$ cat src/rtl/uart_boot_loader.sv
// UART 8N1 boot loader: receives a framed, checksummed program image and writes it
// word by word into the core's memory, holding the core in reset until the image verifies.
module uart_boot_loader #(
  parameter int CLKS_PER_BIT = 868,
  parameter int AWIDTH       = 12,
  parameter int XLEN         = 32
) (
  input  logic              clk,
  input  logic              rst_n,
  input  logic              uart_rx,
  output logic              mem_we,
  output logic [AWIDTH-1:0] mem_addr,
  output logic [XLEN-1:0]   mem_wdata,
  output logic              core_rst_n,
  output logic              load_busy,
  output logic              load_done,
  output logic              load_err
);

  localparam int          CW        = $clog2(CLKS_PER_BIT);
  localparam logic [CW-1:0] BIT_LAST  = CW'(CLKS_PER_BIT - 1);
  localparam logic [CW-1:0] HALF_LAST = CW'(CLKS_PER_BIT / 2 - 1);
  localparam logic [31:0] MAX_LEN   = 32'd1 << AWIDTH;

  typedef enum logic [1:0] {RX_IDLE, RX_START, RX_DATA, RX_STOP} rx_state_t;
  typedef enum logic [2:0] {P_IDLE, P_LEN, P_DATA, P_SUM, P_DONE, P_ERR} p_state_t;

  rx_state_t        rx_state_r;
  logic [CW-1:0]    rx_cnt_r;
  logic [2:0]       rx_bit_r;
  logic [7:0]       rx_byte_r;
  logic             rx_valid_r;
  logic             rx_ferr_r;
  logic             rx_meta_r;
  logic             rx_sync_r;
  logic             rx_prev_r;

  p_state_t         p_state_r;
  logic [1:0]       byte_cnt_r;
  logic [31:0]      len_r;
  logic [XLEN-1:0]  word_r;
  logic [7:0]       sum_r;
  logic [AWIDTH:0]  idx_r;

  logic [31:0]      len_nxt_s;
  logic [XLEN-1:0]  word_nxt_s;
  logic [31:0]      idx_inc_s;

  assign len_nxt_s  = {rx_byte_r, len_r[31:8]};
  assign word_nxt_s = {rx_byte_r, word_r[XLEN-1:8]};
  assign idx_inc_s  = 32'(idx_r) + 32'd1;

  // Two-flop synchroniser plus one history flop for falling-edge detection.
  always_ff @(posedge clk or negedge rst_n) begin
    if (!rst_n) begin
      rx_meta_r <= 1'b1;
      rx_sync_r <= 1'b1;
      rx_prev_r <= 1'b1;
    end else begin
      rx_meta_r <= uart_rx;
      rx_sync_r <= rx_meta_r;
      rx_prev_r <= rx_sync_r;
    end
  end

  // Bit-timing receiver: start bit re-checked mid-bit, data sampled mid-bit, LSB first.
  always_ff @(posedge clk or negedge rst_n) begin
    if (!rst_n) begin
      rx_state_r <= RX_IDLE;
      rx_cnt_r   <= CW'(0);
      rx_bit_r   <= 3'd0;
      rx_byte_r  <= 8'd0;
      rx_valid_r <= 1'b0;
      rx_ferr_r  <= 1'b0;
    end else begin
      rx_valid_r <= 1'b0;
      rx_ferr_r  <= 1'b0;
      case (rx_state_r)
        RX_IDLE: begin
          rx_cnt_r <= CW'(0);
          if (rx_prev_r && !rx_sync_r) rx_state_r <= RX_START;
        end
        RX_START: begin
          if (rx_cnt_r == HALF_LAST) begin
            rx_cnt_r   <= CW'(0);
            rx_bit_r   <= 3'd0;
            rx_state_r <= rx_sync_r ? RX_IDLE : RX_DATA;
          end else begin
            rx_cnt_r <= rx_cnt_r + CW'(1);
          end
        end
        RX_DATA: begin
          if (rx_cnt_r == BIT_LAST) begin
            rx_cnt_r  <= CW'(0);
            rx_byte_r <= {rx_sync_r, rx_byte_r[7:1]};
            rx_bit_r  <= rx_bit_r + 3'd1;
            if (rx_bit_r == 3'd7) rx_state_r <= RX_STOP;
          end else begin
            rx_cnt_r <= rx_cnt_r + CW'(1);
          end
        end
        RX_STOP: begin
          if (rx_cnt_r == BIT_LAST) begin
            rx_cnt_r   <= CW'(0);
            rx_state_r <= RX_IDLE;
            if (rx_sync_r) rx_valid_r <= 1'b1;
            else           rx_ferr_r  <= 1'b1;
          end else begin
            rx_cnt_r <= rx_cnt_r + CW'(1);
          end
        end
        default: rx_state_r <= RX_IDLE;
      endcase
    end
  end

  // Frame parser with registered memory port and status outputs.
  always_ff @(posedge clk or negedge rst_n) begin
    if (!rst_n) begin
      p_state_r  <= P_IDLE;
      byte_cnt_r <= 2'd0;
      len_r      <= 32'd0;
      word_r     <= {XLEN{1'b0}};
      sum_r      <= 8'd0;
      idx_r      <= {(AWIDTH+1){1'b0}};
      mem_we     <= 1'b0;
      mem_addr   <= {AWIDTH{1'b0}};
      mem_wdata  <= {XLEN{1'b0}};
      core_rst_n <= 1'b0;
      load_busy  <= 1'b0;
      load_done  <= 1'b0;
      load_err   <= 1'b0;
    end else begin
      mem_we <= 1'b0;
      if (rx_ferr_r && (p_state_r == P_LEN || p_state_r == P_DATA || p_state_r == P_SUM)) begin
        p_state_r <= P_ERR;
        load_busy <= 1'b0;
        load_err  <= 1'b1;
      end else if (rx_valid_r) begin
        case (p_state_r)
          P_IDLE, P_ERR: begin
            if (rx_byte_r == 8'hA5) begin
              p_state_r  <= P_LEN;
              load_busy  <= 1'b1;
              load_err   <= 1'b0;
              sum_r      <= 8'd0;
              idx_r      <= {(AWIDTH+1){1'b0}};
              byte_cnt_r <= 2'd0;
            end
          end
          P_LEN: begin
            len_r      <= len_nxt_s;
            byte_cnt_r <= byte_cnt_r + 2'd1;
            if (byte_cnt_r == 2'd3) begin
              if (len_nxt_s == 32'd0) begin
                p_state_r <= P_SUM;
              end else if (len_nxt_s > MAX_LEN) begin
                p_state_r <= P_ERR;
                load_busy <= 1'b0;
                load_err  <= 1'b1;
              end else begin
                p_state_r <= P_DATA;
              end
            end
          end
          P_DATA: begin
            word_r     <= word_nxt_s;
            sum_r      <= sum_r + rx_byte_r;
            byte_cnt_r <= byte_cnt_r + 2'd1;
            if (byte_cnt_r == 2'd3) begin
              mem_we    <= 1'b1;
              mem_addr  <= idx_r[AWIDTH-1:0];
              mem_wdata <= word_nxt_s;
              idx_r     <= idx_r + {{AWIDTH{1'b0}}, 1'b1};
              if (idx_inc_s == len_r) p_state_r <= P_SUM;
            end
          end
          P_SUM: begin
            load_busy <= 1'b0;
            if (rx_byte_r == sum_r) begin
              p_state_r  <= P_DONE;
              load_done  <= 1'b1;
              core_rst_n <= 1'b1;
            end else begin
              p_state_r <= P_ERR;
              load_err  <= 1'b1;
            end
          end
          P_DONE:  p_state_r <= P_DONE;
          default: p_state_r <= P_IDLE;
        endcase
      end
    end
  end

endmodule

$ cat config.mk
export PLATFORM = sky130hd
export DESIGN_NAME = uart_boot_loader
export DESIGN_NICKNAME = d
export VERILOG_FILES = /design/src/rtl/uart_boot_loader.sv
export SDC_FILE = /design/constraint.sdc
export NUM_CORES = 1
export LEC_CHECK = 0
export CELL_PAD_IN_SITES_DETAIL_PLACEMENT = 1
export CELL_PAD_IN_SITES_GLOBAL_PLACEMENT = 1
export CORE_MARGIN = 5
export CORE_UTILIZATION = 37
export DETAILED_ROUTE_END_ITERATION = 8
export PLACE_DENSITY = 0.65
export RECOVER_POWER = 25
export SETUP_SLACK_MARGIN = 0.5
export SYNTH_ARGS = -nofsm -noshare
export SYNTH_HDL_FRONTEND = slang
export SYNTH_SLANG_ARGS = --single-unit
$ cat constraint.sdc
create_clock -name clk -period 3.35 [get_ports clk]
set_input_delay 0.67 -clock clk [delete_from_list [all_inputs] [get_ports clk]]
set_output_delay 0.67 -clock clk [all_outputs]
set_load 0.02 [all_outputs]
After elaboration in Yosys (flattened, before gate mapping) --
Index checks and enable logic that the tools add are counted.
Word-level totals: bits of input ports 3, word-level logic and storage cells 142, register bits after elaboration 166
Cells by class: order comparisons 1, reduce and logical (&&, ||, !) cells 29, bitwise operators 1, multiplexer cells 55, $add $sub $neg 6, eq/ne operators 29
Operator list (count):
- $eq A14 B32 Y1 | 1
- $gt A32 B13 Y1 const B | 1
- $logic_not A32 Y1 | 1
- $mux W3 | 10
- $pmux W10 S3 | 1
- $mux W13 | 2
- $pmux W13 S2 | 1
- $mux W1 | 24
- $mux W10 | 2
- $pmux W8 S2 | 1
- $reduce_and A4 Y1 | 4
- $pmux W3 S5 | 1
- $reduce_and A5 Y1 | 3
- $add A13 B1 Y14 const B | 1
- $mux W2 | 7
- $add A13 B1 Y13 const B | 1
- $ne A2 B2 Y1 const B | 6
- $ne A3 B1 Y1 const B | 4
- $add A10 B1 Y10 const B | 1
- $eq A10 B10 Y1 const B | 1
- $eq A10 B9 Y1 const B | 1
- $eq A3 B3 Y1 const B | 3
- $ne A3 B3 Y1 const B | 3
- $reduce_and A3 Y1 | 3
- other kinds (27) | 38

Logic depth before layout (Yosys ltp) --
Gate-level depths: netlist of run 1.
depth after elaboration 7, gate-level depth with buffers 9, depth with buffers taken out 8

Worst setup path after synthesis of run 1 --
Ideal clock, no wire load.
path type reg2reg, start point register idx_r[1], end point register p_state_r[0], period minus slack after synthesis 2374 ps, path slack 976 ps, required time 3263 ps, path buffers 0, arrival time 2287 ps, library setup time 87 ps, cell stages (with the launch flop) 9, cells stage by stage dfrtp_1 ha_1 xor2_1 nor3_1 nand4b_4 or4_1 nor4_2 o21ai_1 a211oi_2
Between the ends: longest elaborated chain between the ends 4
Ends and longest elaborated chain:
- from (decl) | line 43 | logic [AWIDTH:0] idx_r;
- from (signal assigned) | line 125 | idx_r <= {(AWIDTH+1){1'b0}};
- from (signal assigned) | line 147 | idx_r <= {(AWIDTH+1){1'b0}};
- from (signal assigned) | line 174 | idx_r <= idx_r + {{AWIDTH{1'b0}}, 1'b1};
- $add A13 B1 Y14 | line 51 | assign idx_inc_s = 32'(idx_r) + 32'd1;
- $eq A14 B32 Y1 | line 175 | if (idx_inc_s == len_r) p_state_r <= P_SUM;
- $ne A3 B1 Y1 (no source line)
- $reduce_and A5 Y1 (no source line)
- to (signal assigned) | line 175
- to (signal assigned) | line 181 | p_state_r <= P_DONE;
- to (signal assigned) | line 185 | p_state_r <= P_ERR;
- to (decl) | line 38 | p_state_t p_state_r;
Every way passes these cells. A chain may end at the register's enable or synchronous reset.

Worst setup path in the final report of run 1 --
Ends and elaborated chain as after synthesis.

==> results.sh, run 1 <==
export IMPL_startpoint="idx_r[1]"
export IMPL_grt_max_degree=79
export IMPL_fin_skew_ns=0.00935
export IMPL_status="finished, violations left"
export IMPL_cts_made_buffers=17
export IMPL_n_antenna_cell=0
export IMPL_rsz0062_at_grt="false"
export IMPL_yosysTopAreaCellShare=0.528
export IMPL_gp_congestion=0.871
export IMPL_max_slew_margin=-0.316
export IMPL_drtIter0Drc=309
export IMPL_drive_gt1_frac=0.153
export IMPL_floorplan_initialDensity=0.376
export IMPL_slew_violations=78
export IMPL_dieArea_um2=22800
export IMPL_place_ws_ns=0.625
export IMPL_die_h_um=151
export IMPL_grt_antenna_before_repair=0
export IMPL_finalHoldViolations=0
export IMPL_synth_top_family_by_area="simple AND/OR/NAND/NOR gates"
export IMPL_wl_mm=18.2
export IMPL_cap_viol_max_count=1
export IMPL_first_pass_iters=4
export IMPL_cp_start_kind="register"
export IMPL_ir_drop_mv=0.375
export IMPL_setup_violations=0
export IMPL_synth_edff_count=0
export IMPL_synthSimpleGateAreaFrac=0.184
export IMPL_worst_slew_pin_slew_ns=1.97
export IMPL_sequentialPowerShare=0.494
export IMPL_power_switching_mw=1.03
export IMPL_grtUsageTotal=0.169
export IMPL_core_area_um2=19500
export IMPL_clk_path_buf_depth=2
export IMPL_area_growth_pct=18.1
export IMPL_worstSkewPairLatency_ns=0.43
export IMPL_min_delay_start="rx_meta_r"
export IMPL_yosys_area_top_type="dfrtp_1"
export IMPL_violations="max-capacitance violations, max-slew violations"
export IMPL_synth_area_um2=7340
export IMPL_endpoint_kind="register"
export IMPL_clkPwrFrac=0.477
export IMPL_fin_crit_ns=2.72
export IMPL_grt_pass1_vias=5904
export IMPL_min_delay_path_class="register to register"
export IMPL_critPathArrivalTime_ns=3.06
export IMPL_clock_sinks=158
export IMPL_nets=775
export IMPL_fin_util=0.444
export IMPL_rows=51
export IMPL_synth_seq_area_share=0.539
export IMPL_synth_warnings=0
export IMPL_synthFlopType="dfrtp_1"
export IMPL_synth_compound_area_frac=0.0836
export IMPL_worst_slack_ns=0.628
export IMPL_required_ns=3.69
export IMPL_whs_ns=0.363
export IMPL_r2r_setup_slack_ns=0.63
export IMPL_synthArstFlopShare=1.00
export IMPL_leakage_nw=4.31
export IMPL_path_max_fanout=7
export IMPL_h_tree_depth=4
export IMPL_cts_tree="done"
export IMPL_powerDensity_nw_per_um2=463
export IMPL_routedWlPerCell_um=17.6
export IMPL_ant_nets=0
export IMPL_max_freq_mhz=367
export IMPL_yosysMostFrequentCell="nand2_1"
export IMPL_setup_tns_ns=0
export IMPL_vias_per_cell=5.24
export IMPL_synthTopCellsByCount="nand2_1 (185), dfrtp_1 (155), mux2_2 (59)"
export IMPL_grt_ovfl_total=0
export IMPL_netlist_top_cells_area="dfrtp_1 (53%), nand2_1 (9.5%), mux2_2 (9.0%)"
export IMPL_postCtsSetupBuffers=0
export IMPL_rr_startpoint="idx_r[1]"
export IMPL_ys_types=65
export IMPL_drcViolationCount=0
export IMPL_internal_power_mw=2.99
export IMPL_postCtsHoldBufs=0
export IMPL_cts_root_buf="clkbuf_16"
export IMPL_hpwl_mm=12.6
export IMPL_worstSetupPathType="register to register"
export IMPL_syn_instance_count=717
export IMPL_portBuffers=51
export IMPL_die_w_um=151
export IMPL_post_route_period_util=0.812
export IMPL_grt_pass1_wl_mm=30.5
export IMPL_syn_mean_instance_area_um2=10.2
export IMPL_synthMuxAreaShare=0.0961
export IMPL_pwr_share_comb=0.029
export IMPL_synth_fa_ha_area_frac=0.0249
export IMPL_cts_reportedPaths_clkPinSlew_ns=0.07
export IMPL_vias=5426
export IMPL_io_pins=52
export IMPL_ys_ff_latch=158
export IMPL_synth_nets=734
export IMPL_p_sw_frac=0.256
export IMPL_fillers=2180
export IMPL_synth_xor_area_share=0.0417
-- metrics by stage --
step	cell area [µm²]	total power, mW	instances
finish	8670	4.01	1036
global route	8670	4.19	1036
CTS	8680	4.08	1036
detailed placement	8090	2.15	1004
global placement	8090	2.14	1004
floorplan	7340	2.07	717
-- placed cells by master (no fill, tap or decap), types with 6 or more instances in the layout --
cell | netlist | layout
inv_8 | 0 | 7
a21oi_1 | 17 | 17
nand3_1 | 12 | 12
a31oi_1 | 6 | 6
clkdlybuf4s50_1 | 0 | 49
nor2_1 | 40 | 40
nor4_1 | 10 | 9
dfrtp_1 | 155 | 154
nand4_1 | 8 | 8
xor2_1 | 15 | 15
ha_1 | 13 | 12
xnor2_1 | 20 | 20
clkbuf_16 | 0 | 17
mux2_2 | 59 | 59
o21ai_0 | 32 | 32
buf_4 | 2 | 7
nand2_1 | 185 | 184
nor3_1 | 9 | 9
inv_1 | 11 | 11
and3_1 | 8 | 8
-- layer usage --
layer	vias up	global-route usage	wire length (µm)
li1	2533	-	-
met1	2762	0.212	8070
met2	105	0.291	9240
met3	26	0.0323	539
met4	0	0.0607	340
met5	-	0	0
-- worst paths after layout --
check / to / cells after the start
worst max register to register: p_state_r[0] / 8
worst min-delay path: rx_sync_r / 0
worst max-delay path: p_state_r[0] / 8
worst min register to register: rx_sync_r / 0
min in group asynchronous: mem_addr[7] / 1
max in group asynchronous: word_r[9] / 2
-- state kept, by name, summed over array words and instances, names as in the netlist, 2 cells and up, named ones only --
signal	flops
len_r	32
mem_wdata	32
word_r	24
idx_r	13
mem_addr	12
rx_cnt_r	10
rx_byte_r	8
sum_r	8
p_state_r	3
rx_bit_r	3
byte_cnt_r	2
-- kinds of logic (layout without fill, tap and decap cells) --
group                      Yosys count  after routing
xor gates and xnor gates            35             35
buffers and inverters               49            103
AOI/OAI and AO/OA                   96             96
and+or+nand+nor                    302            302
DFF                                158            158
muxes                               63             63
adders and majority gates           14             14
-- power groups by stage --
stage / Clock, mW / Combinational (mW) / Sequential [mW]
4_1_cts: 1.97 / 0.125 / 1.98
3_3_place_gp: 0 / 0.119 / 2.02
6_report: 1.91 / 0.117 / 1.98
5_1_grt: 2.06 / 0.142 / 1.99
3_5_place_dp: 0 / 0.125 / 2.02
2_1_floorplan: 0 / 0.0676 / 2.01
-- area by class of cell --
class | instances | area [µm²] | area share
Multi-Input combinational cell | 510 | 3170 | 0.366
Sequential cell | 158 | 3960 | 0.456
Timing Repair Buffer | 60 | 582 | 0.0671
Inverter | 11 | 41.3 | 0.00476
Clock inverter | 15 | 161 | 0.0186
Tap cell | 265 | 332 | 0.0382
Clock buffer | 17 | 425 | 0.0490
-- worst max-delay path, stage by stage (launching register included) --
cell      delay (ns)
dfrtp_1         0.47
ha_2            0.30
nand2_1         0.18
a31oi_1         0.32
nand4b_4        0.12
or4_1           0.55
nor4_2          0.35
o21ai_1         0.12
a211oi_2        0.24
-- what timing repair did --
| item | in CTS | in global routing |
|---|---|---|
| setup endpoints to repair | 1 | 1 |
| pin swaps | 0 | 0 |
| hold endpoints to repair | 0 | 0 |
| gates resized for setup | 1 | 2 |
Power figures use the tool's default switching activity.
==> inputs of run 2 (changes only) <==
clock period = 2.7 ns   (was 3.35 ns; I/O delays follow)
==> run 2 against run 1 <==
  * Worst hold slack got worse by 0.0023 ns
  * Via count increased by 0.96%
  * Largest cell class unchanged
  * The run now ends clean
  * Cell count increased by 3.4%
  * Die area unchanged
  * Sequential power increased by 24%
  * First-iteration DRC count decreased by 29%
  * Critical path type unchanged
  * Global-route usage increased by 0.61 points
  * Combinational power increased by 27%
==> results.sh, run 2 (same netlist as run 1, synthesis figures left out) <==
export IMPL_min_delay_start="rx_meta_r"
export IMPL_cp_start_kind="register"
export IMPL_leakage_nw=4.49
export IMPL_path_max_fanout=3
export IMPL_wl_mm=18.9
export IMPL_vias=5478
export IMPL_gp_congestion=0.831
export IMPL_cap_viol_max_count=0
export IMPL_powerDensity_nw_per_um2=535
export IMPL_rows=51
export IMPL_area_growth_pct=24.3
export IMPL_grt_antenna_before_repair=0
export IMPL_grt_ovfl_total=0
export IMPL_worstSetupPathType="register to register"
export IMPL_drtIter0Drc=218
export IMPL_largest_registers="len_r: 32 flops, mem_wdata: 32 flops, word_r: 24 flops"
export IMPL_endpoint_kind="register"
export IMPL_portBuffers=51
export IMPL_grtUsageTotal=0.175
export IMPL_die_h_um=151
export IMPL_cts_tree="done"
export IMPL_cts_reportedPaths_clkPinSlew_ns=0.06
export IMPL_slew_violations=0
export IMPL_grt_max_degree=54
export IMPL_status="complete, no violations"
export IMPL_setup_violations=0
export IMPL_first_pass_iters=4
export IMPL_max_slew_margin=0.0270
export IMPL_clock_sinks=158
export IMPL_critPathArrivalTime_ns=2.77
export IMPL_grt_pass1_wl_mm=31.1
export IMPL_fillers=2192
export IMPL_drcViolationCount=0
export IMPL_max_freq_mhz=408
export IMPL_ant_nets=0
export IMPL_fin_skew_ns=0.0124
export IMPL_cts_made_buffers=17
export IMPL_required_ns=3.02
export IMPL_post_route_cell_area_um2=9130
export IMPL_clk_path_buf_depth=2
export IMPL_layout_cells_most_common_list="nand2_1 (183), dfrtp_1 (149), mux2_2 (59)"
export IMPL_rsz0062_at_grt="true"
export IMPL_worstSkewPairLatency_ns=0.44
export IMPL_fin_crit_ns=2.45
export IMPL_drive_gt1_frac=0.237
export IMPL_dieArea_um2=22800
export IMPL_core_area_um2=19500
export IMPL_floorplan_initialDensity=0.376
export IMPL_min_delay_path_class="register to register"
export IMPL_ir_drop_mv=0.367
export IMPL_worst_slew_pin_slew_ns=1.46
export IMPL_vias_per_cell=5.11
export IMPL_die_w_um=151
export IMPL_h_tree_depth=4
export IMPL_hpwl_mm=12.8
export IMPL_finalHoldViolations=0
export IMPL_setup_tns_ns=0
export IMPL_layout_commonest_cell="nand2_1"
export IMPL_rr_startpoint="rx_byte_r[3]"
export IMPL_post_route_period_util=0.907
export IMPL_grt_pass1_vias=5880
export IMPL_cts_root_buf="clkbuf_16"
export IMPL_place_area_um2=8280
export IMPL_routedWlPerCell_um=17.6
export IMPL_nets=810
export IMPL_startpoint="rx_byte_r[3]"
export IMPL_n_antenna_cell=0
export IMPL_io_pins=52
## run 2: final timing paths
kind	to	slack (ns)	cells after the start
setup / recovery	load_busy	0.25	7
hold / removal	rx_sync_r	0.36	0
setup reg to reg	load_busy	0.25	7
hold reg to reg	rx_sync_r	0.36	0
max in group asynchronous	len_r[8]	1.24	2
min in group asynchronous	mem_wdata[28]	0.46	1
## run 2: final cells by class
type                       instances  area, µm²  share of cell area
sequential                       158       3970               0.434
multi-input combinational        511       3360               0.368
timing repair buffer              94        877              0.0961
clock buffer                      17        425              0.0466
tap                              265        332              0.0363
clock inverter                    15        128              0.0140
inverter                          11       45.0             0.00493
## run 2: per-stage QoR
stage	total power [mW]	worst slack (ns)	util	hold WS, ns	std cells
2_1_floorplan	2.57	0.421	-	0.244	717
6_report	4.88	0.250	0.468	0.361	1071
3_5_place_dp	2.67	0.200	0.424	0.348	1022
3_3_place_gp	2.66	0.252	0.424	0.345	1022
5_1_grt	5.08	0.164	0.468	0.367	1071
4_1_cts	4.95	0.261	0.458	0.0804	1061
## run 2: metal layers
metal,global-route usage,vias to the layer above,part of all wire
met2,0.285,94,0.48
met5,0,-,0
li1,-,2607,-
met3,0.0434,24,0.037
met1,0.230,2753,0.46
met4,0.0585,0,0.020
## run 2: where the power goes
| part | internal [mW] | total, mW | switching, mW |
|---|---|---|---|
| clock network | 1.20 | 2.27 | 1.06 |
| logic | 0.0545 | 0.149 | 0.0946 |
| registers | 2.41 | 2.46 | 0.0559 |
| total | 3.67 | 4.88 | 1.21 |
## run 2: what timing repair did
action,in CTS,in global routing
pin swaps,11,18
resized for setup,14,35
hold buffers,0,0
gates cloned,0,1
endpoints found under the setup margin,19,52
setup buffers,7,9
## run 2: worst max-delay path: stages, from the launching register on
cell,delay [ns]
dfrtp_1,0.39
or4_4,0.54
or3_4,0.38
a211o_1,0.29
o21ai_1,0.15
o22ai_1,0.14
nand2_1,0.15
mux2_4,0.30
==> inputs of run 3 (changes only) <==
ABC_CLOCK_PERIOD_IN_PS = 2700   (was default)
==> results of run 3 <==
Final layout, timing and power as in run 2 (identical DEF).
